File: src/rtl/wb_commit_trace_fifo.sv
// Commit trace FIFO: captures every register-file write from the WB stage with a cycle stamp
// and presents the entries first-word-fall-through on a valid/ready port. Never stalls the pipe.
module wb_commit_trace_fifo #(
  parameter int unsigned DEPTH     = 16,
  parameter int unsigned STAMP_W   = 16,
  parameter bit          FILTER_R0 = 1'b1,
  parameter int unsigned DROP_W    = 8
) (
  input  logic                   clock,
  input  logic                   reset_n,
  input  logic                   RegWrite_in,
  input  logic [4:0]             WriteRegister_in,
  input  logic [31:0]            WriteData_in,
  input  logic                   trace_ready,
  input  logic                   clear_overflow,
  output logic                   trace_valid,
  output logic [STAMP_W-1:0]     trace_stamp,
  output logic [4:0]             trace_reg,
  output logic [31:0]            trace_data,
  output logic [$clog2(DEPTH):0] fifo_count,
  output logic                   overflow,
  output logic [DROP_W-1:0]      drop_count,
  output logic [31:0]            commit_count
);

  localparam int unsigned PtrW   = $clog2(DEPTH);
  localparam int unsigned CntW   = PtrW + 1;
  localparam int unsigned EntryW = STAMP_W + 5 + 32;
  localparam logic [CntW-1:0] FullCount = CntW'(DEPTH);

  logic [EntryW-1:0]  mem_q [DEPTH];
  logic [EntryW-1:0]  mem_d [DEPTH];
  logic [PtrW-1:0]    wr_ptr_q, wr_ptr_d;
  logic [PtrW-1:0]    rd_ptr_q, rd_ptr_d;
  logic [CntW-1:0]    count_q, count_d;
  logic [STAMP_W-1:0] stamp_q, stamp_d;
  logic               overflow_q, overflow_d;
  logic [DROP_W-1:0]  drop_count_q, drop_count_d;
  logic [31:0]        commit_count_q, commit_count_d;

  logic              commit;
  logic              full;
  logic              pop;
  logic              push;
  logic              drop;
  logic [EntryW-1:0] head;

  assign commit = RegWrite_in && !(FILTER_R0 && (WriteRegister_in == 5'd0));
  assign full   = (count_q == FullCount);
  assign pop    = trace_valid && trace_ready;
  // A full FIFO still accepts a commit when the head leaves in the same cycle.
  assign push   = commit && (!full || pop);
  assign drop   = commit && full && !pop;

  always_comb begin
    mem_d    = mem_q;
    wr_ptr_d = wr_ptr_q;
    rd_ptr_d = rd_ptr_q;
    count_d  = count_q;
    stamp_d  = stamp_q + STAMP_W'(1);

    if (push) begin
      mem_d[wr_ptr_q] = {stamp_q, WriteRegister_in, WriteData_in};
      wr_ptr_d        = wr_ptr_q + PtrW'(1);
    end
    if (pop) begin
      rd_ptr_d = rd_ptr_q + PtrW'(1);
    end

    unique case ({push, pop})
      2'b10:   count_d = count_q + CntW'(1);
      2'b01:   count_d = count_q - CntW'(1);
      default: count_d = count_q;
    endcase
  end

  always_comb begin
    overflow_d     = overflow_q;
    drop_count_d   = drop_count_q;
    commit_count_d = commit_count_q;

    if (commit) begin
      commit_count_d = commit_count_q + 32'd1;
    end
    if (clear_overflow) begin
      overflow_d   = 1'b0;
      drop_count_d = '0;
    end
    // Applied after the clear so a same-cycle drop is still recorded.
    if (drop) begin
      overflow_d = 1'b1;
      if (drop_count_d != {DROP_W{1'b1}}) begin
        drop_count_d = drop_count_d + DROP_W'(1);
      end
    end
  end

  // Storage is reset too, so the head fields read zero before the first push.
  always_ff @(posedge clock or negedge reset_n) begin
    if (!reset_n) begin
      mem_q          <= '{default: '0};
      wr_ptr_q       <= '0;
      rd_ptr_q       <= '0;
      count_q        <= '0;
      stamp_q        <= '0;
      overflow_q     <= 1'b0;
      drop_count_q   <= '0;
      commit_count_q <= '0;
    end else begin
      mem_q          <= mem_d;
      wr_ptr_q       <= wr_ptr_d;
      rd_ptr_q       <= rd_ptr_d;
      count_q        <= count_d;
      stamp_q        <= stamp_d;
      overflow_q     <= overflow_d;
      drop_count_q   <= drop_count_d;
      commit_count_q <= commit_count_d;
    end
  end

  assign head         = mem_q[rd_ptr_q];
  assign trace_valid  = (count_q != '0);
  assign trace_stamp  = head[EntryW-1 -: STAMP_W];
  assign trace_reg    = head[36:32];
  assign trace_data   = head[31:0];
  assign fifo_count   = count_q;
  assign overflow     = overflow_q;
  assign drop_count   = drop_count_q;
  assign commit_count = commit_count_q;

endmodule

File: config.mk
export PLATFORM = sky130hd
export DESIGN_NAME = wb_commit_trace_fifo
export DESIGN_NICKNAME = d
export VERILOG_FILES = /design/src/rtl/wb_commit_trace_fifo.sv
export SDC_FILE = /design/constraint.sdc
export NUM_CORES = 1
export LEC_CHECK = 0
export CORE_UTILIZATION = 40
export CTS_BUF_LIST = sky130_fd_sc_hd__clkbuf_16
export DETAILED_ROUTE_END_ITERATION = 7
export PLACE_DENSITY = 0.54
export SLEW_MARGIN = 25
export SYNTH_ARGS = -nofsm -noshare
export SYNTH_HDL_FRONTEND = slang
export SYNTH_SLANG_ARGS = --single-unit
File: constraint.sdc
create_clock -name clock -period 4.71 [get_ports clock]
set_clock_uncertainty 0.05 [all_clocks]
set_input_delay 0.942 -clock clock [delete_from_list [all_inputs] [get_ports clock]]
set_output_delay 0.942 -clock clock [all_outputs]
set_load 0.05 [all_outputs]
## Yosys cells after proc, flatten, opt, wreduce, memory -nomap -nowiden

Cells that the tools add are included.

- Muxes and demuxes: 12
- Reduce and logical (&&, ||, !) cells: 14
- $lt $le $gt $ge: 3
- Eq/ne operators: 4
- Add/sub/neg operators: 7
- Bitwise operators: 2

Operators by type and width:

| cell | count |
|---|---|
| $bwmux W848 | 1 |
| $bmux W53 S4 | 1 |
| $demux W53 S4 | 1 |
| $mux W53 | 3 |
| $add A32 B1 Y32 const B | 1 |
| $mux W8 | 3 |
| $add A16 B1 Y16 const B | 1 |
| $ge A5 B5 Y1 const B | 2 |
| $not A4 Y5 | 2 |
| $pmux W5 S2 | 1 |
| $add A4 B1 Y4 const B | 2 |
| $add A8 B1 Y8 const B | 1 |
| $ne A8 B8 Y1 const B | 1 |
| $logic_and A1 B1 Y1 | 6 |
| $add A5 B1 Y5 const B | 1 |
| $eq A5 B5 Y1 const B | 1 |
| $logic_not A5 Y1 | 1 |
| $lt A5 B1 Y1 const B | 1 |
| $reduce_bool A5 Y1 | 1 |
| $sub A5 B1 Y5 const B | 1 |
| $reduce_bool A2 Y1 | 2 |
| $logic_not A1 Y1 | 3 |
| $eq A2 B1 Y1 const B | 1 |
| $eq A2 B2 Y1 const B | 1 |
| other kinds (2) | 3 |

- Word-level logic and storage cells: 65
- Output and inout bits: 100
- Register bits: 918
- Input port bits: 42

## Logic depth before layout (Yosys ltp)

- Word-level depth: 6
- Gate-level depth with buffers: 14
- Depth with buffers taken out: 11

## Worst setup path after synthesis

No wires, ideal clock.

- Path type: input-to-reg
- Start: in WriteRegister_in[0]
- End: reg count_q[4] (netlist: fifo_count[4])
- Buffers on the path: 3
- Arrival time: 3.532 ns
- Required time: 4.537 ns
- Slack: 1.005 ns
- Stages: 14
- Setup time: 0.123 ns
- Cells stage by stage: or4_1 -> clkbuf_1 -> o21ai_2 -> buf_2 -> nor2_1 -> inv_1 -> ha_1 -> clkbuf_1 -> xor2_1 -> ha_1 -> o211a_1 -> o31ai_1 -> a31oi_1 -> xnor2_1

- Word-level cells in the longest chain between the ends: 6
- Elaborated cells on any way between the ends: 8
- Classes of those cells: eq/ne: 2; mux: 1; reduce/logical: 5

RTL lines:

| item | RTL line | source |
|---|---|---|
| from (decl) | 12 | `input logic [4:0] WriteRegister_in,` |
| $logic_not A5 Y1 * | 48 | `assign commit = RegWrite_in && !(FILTER_R0 && (WriteRegister_in == 5'd0));` |
| $logic_not A1 Y1 * | 48 |  |
| $logic_and A1 B1 Y1 * | 48 |  |
| $logic_and A1 B1 Y1 * | 52 | `assign push = commit && (!full \|\| pop);` |
| $eq A2 B1 Y1 / $eq A2 B2 Y1 (equally long branches) | 70 | `unique case ({push, pop})` |
| $pmux W5 S2 / $reduce_bool A2 Y1 (equally long branches) | - |  |
| to (signal assigned) | 113 | `count_q <= count_d;` |
| to (decl) | 35 | `logic [CntW-1:0] count_q, count_d;` |

Mark *: on every way between the ends. The rest lies on a longest branch, timed or not.
A chain may end at the register's enable or synchronous reset.

## Final worst setup path

- Start: reg rd_ptr_q[0]
- End: out trace_data[15]

- Word-level cells in the longest chain between the ends: 4

RTL lines:

| item | RTL line | source |
|---|---|---|
| from (decl) | 34 | `logic [PtrW-1:0] rd_ptr_q, rd_ptr_d;` |
| from (signal assigned) | 112 | `rd_ptr_q <= rd_ptr_d;` |
| $not A4 Y5 (not written as such) | 121 | `assign head = mem_q[rd_ptr_q];` |
| $bmux W53 S4 | 121 |  |
| $mux W53 (not written as such) (2 in series) | 121 |  |
| to (decl) | 19 | `output logic [31:0] trace_data,` |

Every way passes these cells. The select of a mux whose other input is x is not followed.

==> reports/results.ini <==
[synthesis]
synthTopCellsByArea=dfrtp_1 (55%), mux2_2 (22%), mux4_2 (11%)
syn_nets=2710
synth-seq-area-share=0.553
yosysTopAreaCell=dfrtp_1
ys_warn_count=0
synth.most_common_cell=dfrtp_1
yosysTopAreaCellShare=0.553
ys_types=49
synthFlopType=dfrtp_1
avgSynthCellArea_um2=15.6
synthCells=2656
ys_async_sr_fraction=1.00
synth_edf_count=0
syn_area_um2=41500
ys_seq_elements=918
ys_top_cells_by_count=dfrtp_1 (918), mux2_2 (814), mux4_2 (212)

[setup_path]
r2r_cells=12
cp.depth=5
cp_cell_sequence=buf_12 > mux4_2 > a22oi_1 > nand2_1 > clkdlybuf4s50_1
cp.arrival_ps=3510
r2r-start=fifo_count[1]$_DFFE_PN0P_
critPathCaptureType=primary output
cpLargestDelayFamily=buffers and inverters
ff2ff_setup_slack_ps=1770
worstReg2RegEnd=fifo_count[4]$_DFFE_PN0P_
critPathBufInv=2
worstPathMaxFanout=34
crit_type=reg2out
required_ps=3720
worst_path_largest_cell_delay_ps=730
critPathLaunchType=register
critical-path-slowest-cell=clkdlybuf4s50_1

[sta]
fmax_ghz=0.222
min_period_ps=4500
setup_viol=0
hold_viol_final=0
slew_violations=0
final.setup.tns_ps=0
period_share=0.956
worst_pin_slew_ps=967
rsz0062_at_grt=false
relSlewSlack=0.356

[pwr]
leakagePower_nw=21.2
power_density_nw_per_um2=702
total_power_mw=33.7
ir_drop_mv=0.761

[cts]
post_cts_resized=0
cts_hold_buf=0
cts_max_level=3
postCtsSetupBuffers=0
cts_tree=yes
root_buffer=clkbuf_16
numCtsBuffers=103
clock_path_buffers=3
clock-sinks=918
clk_pin_slew_ps=60
clkLatencyLatePin_ps=670

[global_routing]
overflow=0
antenna_found_initial=8
grt_pass1_wl_um=167000
grt_pass1_vias=26105
grt_usage=0.212
grt_max_degree=137

[run]
max-cap-violations=0

[cells_and_area]
layout-drive-gt1-share=0.455
syn_to_final_growth_pct=15.6
fillers=8783
multiInputGateArea_um2=17300
final_nets=2801
register_area_um2=23000
design_area_um2=48000

[route]
dr.pass1.iters=5
drtAntennaViolNets=0
drtIter0Drc=1281
avgRoutedWirePerCell_um=25.6
routed_wl_um=108000
drc=0
routed_via_density=5.60
via_count=23513

[floorplan]
core.rowCount=117
chipWidth_um=324
start_util=0.406
num_io_pins=142
core_um2=102000
die_area_um2=105000
fp.dieH_um=324

[placement]
place_area_um2=44600
gp_congestion=0.746
port_buffers=141
dpl.hpwl_um=65300

[outcome]
status=completed

[hold_path]
hp-class=in2async

layout by cell type (no fill, tap or decap), drive strengths merged, types with 2 or more instances in the layout:
cell / synthesis / final
a21oi: 3 / 3
a22oi: 106 / 106
a311oi: 2 / 2
a31oi: 2 / 2
and2: 6 / 6
and3: 9 / 9
and4: 7 / 7
buf: 116 / 97
bufinv: 0 / 15
clkbuf: 124 / 106
clkdlybuf4s50: 0 / 129
clkinv: 0 / 46
dfrtp: 918 / 918
ha: 12 / 12
inv: 17 / 40
mux2: 852 / 852
mux4: 212 / 212
nand2: 77 / 77
nand2b: 2 / 2
nand3: 26 / 26
nand4: 23 / 23
nor2: 17 / 17
nor2b: 11 / 11
nor3: 20 / 20
nor4: 13 / 13
nor4b: 2 / 2
o211ai: 2 / 2
o21ai: 8 / 8
xnor2: 29 / 29
xor2: 29 / 29
layout make-up:
cell class,count,share of cell area
Multi-Input combinational cell,1481,0.361
Clock buffer,106,0.0553
Inverter,17,0.00133
Tap cell,1368,0.0357
Antenna cell,1,0.0000521
Timing Repair Buffer,226,0.0521
Clock inverter,85,0.0160
Sequential cell,918,0.479
how the worst max path moves through the flow:
| stage | end | slack [ps] | startpoint |
|---|---|---|---|
| 2_1_floorplan | fifo_count[4]$_DFFE_PN0P_ | 1000 | WriteRegister_in[0] |
| 3_3_place_gp | fifo_count[4]$_DFFE_PN0P_ | 560 | WriteRegister_in[0] |
| 3_5_place_dp | mem_q[338]$_DFFE_PN0P_ | 500 | WriteRegister_in[4] |
| 4_1_cts | trace_data[15] | 50 | rd_ptr_q[0]$_DFFE_PN0P_ |
| 5_1_grt | trace_data[15] | 10 | rd_ptr_q[0]$_DFFE_PN0P_ |
| 6_report | trace_data[15] | 210 | rd_ptr_q[0]$_DFFE_PN0P_ |
registers in the layout, indices dropped and copies added, names as in the netlist:
name,count
stamp_q,16
commit_count,32
drop_count,8
overflow,1
wr_ptr_q,4
mem_q,848
rd_ptr_q,4
fifo_count,5
layer usage:
layer	track usage	vias to the layer above	wire length, um
li1	-	10077	-
met1	0.274	12856	46200
met2	0.366	384	54800
met3	0.0349	184	3610
met4	0.0630	12	2980
met5	0	-	74
power by group:
part / internal (mW) / total, mW / switching, mW
Clock: 4.87 / 8.11 / 3.24
Combinational: 6.45 / 13.2 / 6.75
Sequential: 10.8 / 12.4 / 1.58
Total: 22.1 / 33.7 / 11.6
cells by family after synthesis:
kind of cell,share of synthesized area
compound gates,0.0230
simple gates,0.0294
xor+xnor,0.0122
mux,0.346
buf+inv,0.0325
flops,0.553
fa+ha+maj,0.00361
through the flow:
step / instances / hold slack [ps] / utilization / setup slack (ps)
3_5_place_dp: 4010 / 424 / 0.436 / 501
5_1_grt: 4202 / 178 / 0.469 / 9.55
3_3_place_gp: 4010 / 409 / 0.436 / 561
2_1_floorplan: 2656 / 402 / - / 1000
6_report: 4202 / 165 / 0.469 / 205
4_1_cts: 4201 / 159 / 0.469 / 45.5
Note: power is estimated with default switching activity, not from simulation.
